## config.mk

```make
export PLATFORM = sky130hd
export DESIGN_NAME = converter_66b_to_64b
export DESIGN_NICKNAME = d
export VERILOG_FILES = /design/src/rtl/converter_66b_to_64b.sv
export SDC_FILE = /design/constraint.sdc
export NUM_CORES = 1
export LEC_CHECK = 0
export CORE_UTILIZATION = 45
export DETAILED_ROUTE_END_ITERATION = 16
export GPL_TIMING_DRIVEN = 1
export PLACE_DENSITY_LB_ADDON = 0.12
export SLEW_MARGIN = 10
export SYNTH_ARGS = -nofsm -noshare
export SYNTH_HDL_FRONTEND = slang
export SYNTH_SLANG_ARGS = --single-unit
```

## constraint.sdc

```tcl
create_clock -name clk -period 14.6 [get_ports clk]
set_input_delay 3.65 -clock clk [delete_from_list [all_inputs] [get_ports clk]]
set_output_delay 3.65 -clock clk [all_outputs]
set_load 0.1 [all_outputs]
```

## src/rtl/converter_66b_to_64b.sv

```systemverilog
// converter_66b_to_64b: packs a stream of 66-bit PCS blocks into 64-bit PMA words, LSB first
module converter_66b_to_64b (
  input  logic        clk,
  input  logic        reset,
  input  logic [65:0] s_axis_tdata,
  input  logic        s_axis_tvalid,
  output logic        s_axis_tready,
  output logic [63:0] m_axis_tdata,
  output logic        m_axis_tvalid,
  input  logic        m_axis_tready
);
  logic [5:0]   ptr;
  logic [63:0]  residual;
  logic [127:0] cat;
  logic         adv, take, flush;
  assign adv           = !m_axis_tvalid || m_axis_tready;
  assign s_axis_tready = adv && ptr != 6'd32 && !reset;
  assign take          = s_axis_tvalid && s_axis_tready;
  assign flush         = adv && ptr == 6'd32;
  // new block lands directly above the 2*ptr leftover bits
  assign cat = ({62'd0, s_axis_tdata} << {ptr, 1'b0}) |
               {64'd0, residual & ((64'd1 << {ptr, 1'b0}) - 64'd1)};
  always_ff @(posedge clk or posedge reset)
    if (reset) begin
      ptr           <= '0;
      residual      <= '0;
      m_axis_tdata  <= '0;
      m_axis_tvalid <= 1'b0;
    end else if (take) begin
      m_axis_tdata  <= cat[63:0];
      m_axis_tvalid <= 1'b1;
      residual      <= cat[127:64];
      ptr           <= ptr + 6'd1;
    end else if (flush) begin
      m_axis_tdata  <= residual;
      m_axis_tvalid <= 1'b1;
      residual      <= '0;
      ptr           <= '0;
    end else if (adv) begin
      m_axis_tvalid <= 1'b0;
    end
endmodule

```

==> results.json, run 1 <==
{
  "run_status": "completed",
  "path_class": "input port to output port",
  "wl_um": 51400,
  "finalNetCount": 1563,
  "area_growth_syn_to_layout_pct": 17.3,
  "initial_core_util_pct": 45.9,
  "path_clk_slew_ps": 70,
  "drt_pass1_iterations": 8,
  "min_path_type": "register to register",
  "drv_slew": 0,
  "cp.required_ps": 10950,
  "io_pins": 136,
  "syn_avg_cell_area_um2": 8.30,
  "cts_inserted_buffers": 17,
  "die_w_um": 165,
  "post_drt_wl_per_cell_um": 28.0,
  "arrival_ps": 5550,
  "regToRegSetupSlack_ps": 9340,
  "cts_buffer_depth": 2,
  "fp.coreArea_um2": 26100,
  "fmax_mhz": 109,
  "tightest_slew_ps": 1110,
  "h-tree-depth": 4,
  "gr-total-overflow": 0,
  "grt_pass1_wl_um": 75900,
  "place_inst": 1802,
  "crit_path_frequent_cell": "clkdlybuf4s50_1",
  "cts_resized": 0,
  "synth.top_cell.area_share_pct": 28.2,
  "cts_tree": "done",
  "synth_edf_count": 0,
  "io_buffer_count": 135,
  "rows": 59,
  "drtAntennaViolNets": 0,
  "fin_cells": 1835,
  "synth_seq_cells": 135,
  "antenna_found_initial": 0,
  "vias_per_cell": 6.90,
  "cp_cell_sequence": "clkdlybuf4s50_1, nor3_1, clkdlybuf4s50_1",
  "yosys-top-cells-area": "dfrtp_1, mux4_2, nand2_1, o21ai_0, mux2i_1",
  "finalCriticalPeriod_ps": 9200,
  "grt_usage_pct": 38.3,
  "layout-drive-gt1-share_pct": 12.5,
  "reg2regPathDepth": 10,
  "drc": 0,
  "timing.critical_path.slowest_cell_delay_ps": 1160,
  "clock_sinks": 135,
  "postCtsSetupBuffers": 0,
  "path_delay_family": "buffers and inverters",
  "die_h_um": 165,
  "crit_buf_inv": 2,
  "cp_slowest_cell": "clkdlybuf4s50_1",
  "yosysWarnings": 0,
  "yosysMostFrequentCell": "nand2_1",
  "design.die.area_um2": 27200,
  "setup_viol": 0,
  "critPathCapture": "s_axis_tready",
  "grt_pass1_vias": 11400,
  "cp-end-kind": "output port",
  "synthArstFlopShare_pct": 100,
  "detailroute.via_count": 12700,
  "period_share_pct": 63.0,
  "clk_latency_ps": 440,
  "finClkSkew_ps": 12.8,
  "cts_hold_buf": 0,
  "max-cap-violations": 0,
  "r2r_end": "m_axis_tdata[42]",
  "hold_viol": 0,
  "worst_slack_ps": 5400,
  "finalSetupTns_ps": 0,
  "netlist_area_um2": 12000,
  "r2r_start": "ptr[1]",
  "place_ws_ps": 5400,
  "cp_num_cells": 3,
  "synth_seq_area_share_pct": 28.2,
  "ys_types": 67,
  "synth_nets": 1518,
  "clockRootBuffer": "clkbuf_16",
  "hpwl_um": 37200,
  "yosysTopAreaCell": "dfrtp_1",
  "drt_iter0_markers": 2015,
  "syn_inst": 1441,
  "gp_congestion": 1.02,
  "yosys-top-cells-count": "nand2_1, o21ai_0, dfrtp_1",
  "crit_fanout": 3,
  "slew_headroom_pct": 25.1,
  "rsz0062_at_grt": "no",
  "start_kind": "input port",
  "synth_top_flop_cell": "dfrtp_1",
  "grt_max_degree": 89,
  "crit_start": "reset"
}
-- registers in the layout, indices dropped and copies added (netlist names) --
signal	cells
m_axis_tdata	64
ptr	6
residual	64
m_axis_tvalid	1
-- stage by stage --
stage | hold WS (ps) | util (%) | instance area [um2]
finish | 477 | 53.8 | 14000
floorplan | 440 | - | 12000
global route | 506 | 53.8 | 14000
detailed placement | 464 | 51.6 | 13400
CTS | 485 | 53.8 | 14000
global placement | 460 | 51.6 | 13400
-- per-layer routing --
layer  global-route usage [%]  vias up  part of all wire (%)  wire length (um)
met4                     14.8        0                   3.7              1900
li1                         -     5475                     -                 -
met2                     54.6      926                    42             21800
met1                     56.0     6157                    42             21700
met3                     8.34      112                    12              5980
met5                        0        -                     0                 0
-- area by class of cell --
cell class	count	area, um2
Antenna cell	1	2.50
Clock buffer	17	425
Clock inverter	15	158
Fill cell	2485	12000
Inverter	14	57.6
Multi-Input combinational cell	1154	8000
Sequential cell	135	3400
Tap cell	335	419
Timing Repair Buffer	164	1570
-- how the worst min path moves through the flow --
stage                                start               end  slack, ps  cells after the start
after detailed placement      residual[14]      residual[14]        460                      2
after floorplan               residual[14]      residual[14]        440                      2
after global routing      m_axis_tdata[19]  m_axis_tdata[19]        510                      2
final                      m_axis_tdata[2]   m_axis_tdata[2]        480                      2
after global placement        residual[28]      residual[28]        460                      2
after CTS                     residual[14]      residual[14]        480                      2
-- tightest hold or removal path, cell delays in order, from the launching register on --
cell and delay, ps:
dfrtp_1 340, nand2_1 40, o21ai_0 60
-- cell families (layout without fill, tap and decap cells) --
logic type | Yosys count | in the layout | share of synthesized area (%)
AND/OR/NAND/NOR | 518 | 518 | 19.0
multiplexers | 157 | 157 | 20.5
flip-flops | 135 | 135 | 28.2
AO/OA/AOI/OAI | 448 | 448 | 24.6
adder cells (fa/ha/maj) | 7 | 7 | 0.732
XOR/XNOR | 24 | 24 | 1.76
buffers and inverters | 152 | 210 | 5.09
other | 0 | 1 | 0
-- layout by cell type, fill, tap and decap left out, types with 23 or more instances in the layout --
cell             Yosys  layout
nand2_1            257     257
o21ai_0            147     146
clkdlybuf4s50_1      0     135
nor2_1             132     130
dfrtp_1            135     129
a21oi_1             72      72
mux4_2              68      68
mux2i_1             64      64
a22oi_1             35      35
o221ai_1            30      30
buf_4                0      29
nand3_1             26      26
mux2_2              25      25
nor3_1              24      24
a221o_1             23      23
o211ai_1            23      23
Power of run 1 is left out: the tool's default activity adds up to more than one toggle a clock period on the data nets, which glitch-free logic cannot reach.
==> run 2: changes to the inputs <==
- clock period: 14.6 -> 9.2 ns (I/O delays scaled with it)
==> results.json, run 2 (same netlist as run 1, synthesis figures left out) <==
{
  "hold_viol": 0,
  "post_drt_wl_per_cell_um": 27.7,
  "area_growth_syn_to_layout_pct": 17.3,
  "io_pins": 136,
  "start_kind": "input port",
  "gr-total-overflow": 0,
  "largest_registers": "m_axis_tdata (64), residual (64), ptr (6)",
  "clockRootBuffer": "clkbuf_16",
  "rsz0062_at_grt": "no",
  "layout_commonest_cell": "nand2_1",
  "initial_core_util_pct": 45.9,
  "crit_buf_inv": 2,
  "crit_path_frequent_cell": "clkdlybuf4s50_1",
  "grt_pass1_vias": 11400,
  "antenna_cells": 0,
  "clk_latency_ps": 450,
  "path_delay_family": "buffers and inverters",
  "finalSetupTns_ps": 0,
  "met2_usage_pct": 52.6,
  "cts_resized": 0,
  "h-tree-depth": 4,
  "grt_max_degree": 95,
  "slew_headroom_pct": 25.4,
  "grt_pass1_wl_um": 75200,
  "postCtsSetupBuffers": 0,
  "arrival_ps": 4180,
  "cts_hold_buf": 0,
  "cp.required_ps": 6900,
  "period_share_pct": 70.5,
  "finClkSkew_ps": 12.3,
  "cp_slowest_cell": "clkdlybuf4s50_1",
  "min_path_type": "register to register",
  "postPlaceCellArea_um2": 13500,
  "run_status": "completed",
  "antenna_found_initial": 1,
  "regToRegSetupSlack_ps": 3980,
  "use_met1_pct": 56.1,
  "max-cap-violations": 0,
  "wl_um": 50800,
  "crit_fanout": 3,
  "drc": 0,
  "die_h_um": 165,
  "rows": 59,
  "finalNetCount": 1567,
  "cts_tree": "done",
  "detailroute.via_count": 12800,
  "cp-end-kind": "output port",
  "drtAntennaViolNets": 0,
  "cp_cell_sequence": "clkdlybuf4s50_1, nor3_1, clkdlybuf4s50_1",
  "path_class": "input port to output port",
  "io_buffer_count": 135,
  "tightest_slew_ps": 1110,
  "design_area_um2": 14000,
  "drt_iter0_markers": 2006,
  "drt_pass1_iterations": 6,
  "mostFrequentLayoutCells": "nand2_1, o21ai_0, clkdlybuf4s50_1",
  "grt_busiest_layer": "met1",
  "fp.coreArea_um2": 26100,
  "gp_congestion": 0.988,
  "clock_sinks": 135,
  "grt_usage_pct": 37.9,
  "cts_buffer_depth": 2,
  "fmax_mhz": 154,
  "cts_inserted_buffers": 17,
  "hpwl_um": 37100,
  "setup_viol": 0,
  "met3_usage_pct": 7.68,
  "finalCriticalPeriod_ps": 6480,
  "vias_per_cell": 6.94,
  "design.die.area_um2": 27200,
  "drv_slew": 0,
  "timing.critical_path.slowest_cell_delay_ps": 1160,
  "die_w_um": 165,
  "layout-drive-gt1-share_pct": 12.7,
  "path_clk_slew_ps": 60
}
[run 2: per-layer routing]
layer | up-vias | wire length (um)
li1 | 5476 | -
met3 | 135 | 6110
met4 | 2 | 2120
met5 | - | 13
met1 | 6209 | 21500
met2 | 935 | 21100
[run 2: layout make-up]
class | count | area, um2
clock buffers | 17 | 425
clock inverters | 15 | 135
fillers | 2448 | 12000
inverters | 14 | 57.6
multi-input cells | 1154 | 8000
flip-flops and latches | 135 | 3400
well taps | 335 | 419
repair buffers | 168 | 1600
[run 2: path summary, 6_finish.rpt]
check | from | to | cells past startpoint
setup / recovery | reset | s_axis_tready | 3
hold reg to reg | m_axis_tdata[25] | m_axis_tdata[25] | 2
min in group asynchronous | reset | m_axis_tdata[18] | 2
max in group asynchronous | reset | ptr[2] | 3
setup reg to reg | ptr[2] | m_axis_tdata[42] | 10
hold / removal | m_axis_tdata[25] | m_axis_tdata[25] | 2
[run 2: stage by stage]
stage | hold WS, ps | setup WS (ps) | std cells | utilization [%]
after global routing | 501 | 2660 | 1838 | 53.9
after CTS | 482 | 2720 | 1838 | 53.9
final | 477 | 2720 | 1838 | 53.9
after floorplan | 440 | 2500 | 1441 | -
after global placement | 461 | 2700 | 1806 | 51.7
after detailed placement | 466 | 2720 | 1806 | 51.7
[run 2: worst register-to-register path, cell delays in order, from the launching register on]
cell and delay [ps]:
dfrtp_4 870, buf_4 740, inv_1 140, ha_1 430
a21o_1 320, a22o_4 280, nor4_1 870, o21ai_0 480
nor3_1 560, xor2_1 260, o221ai_1 130
Power of run 2 is left out for the same reason.
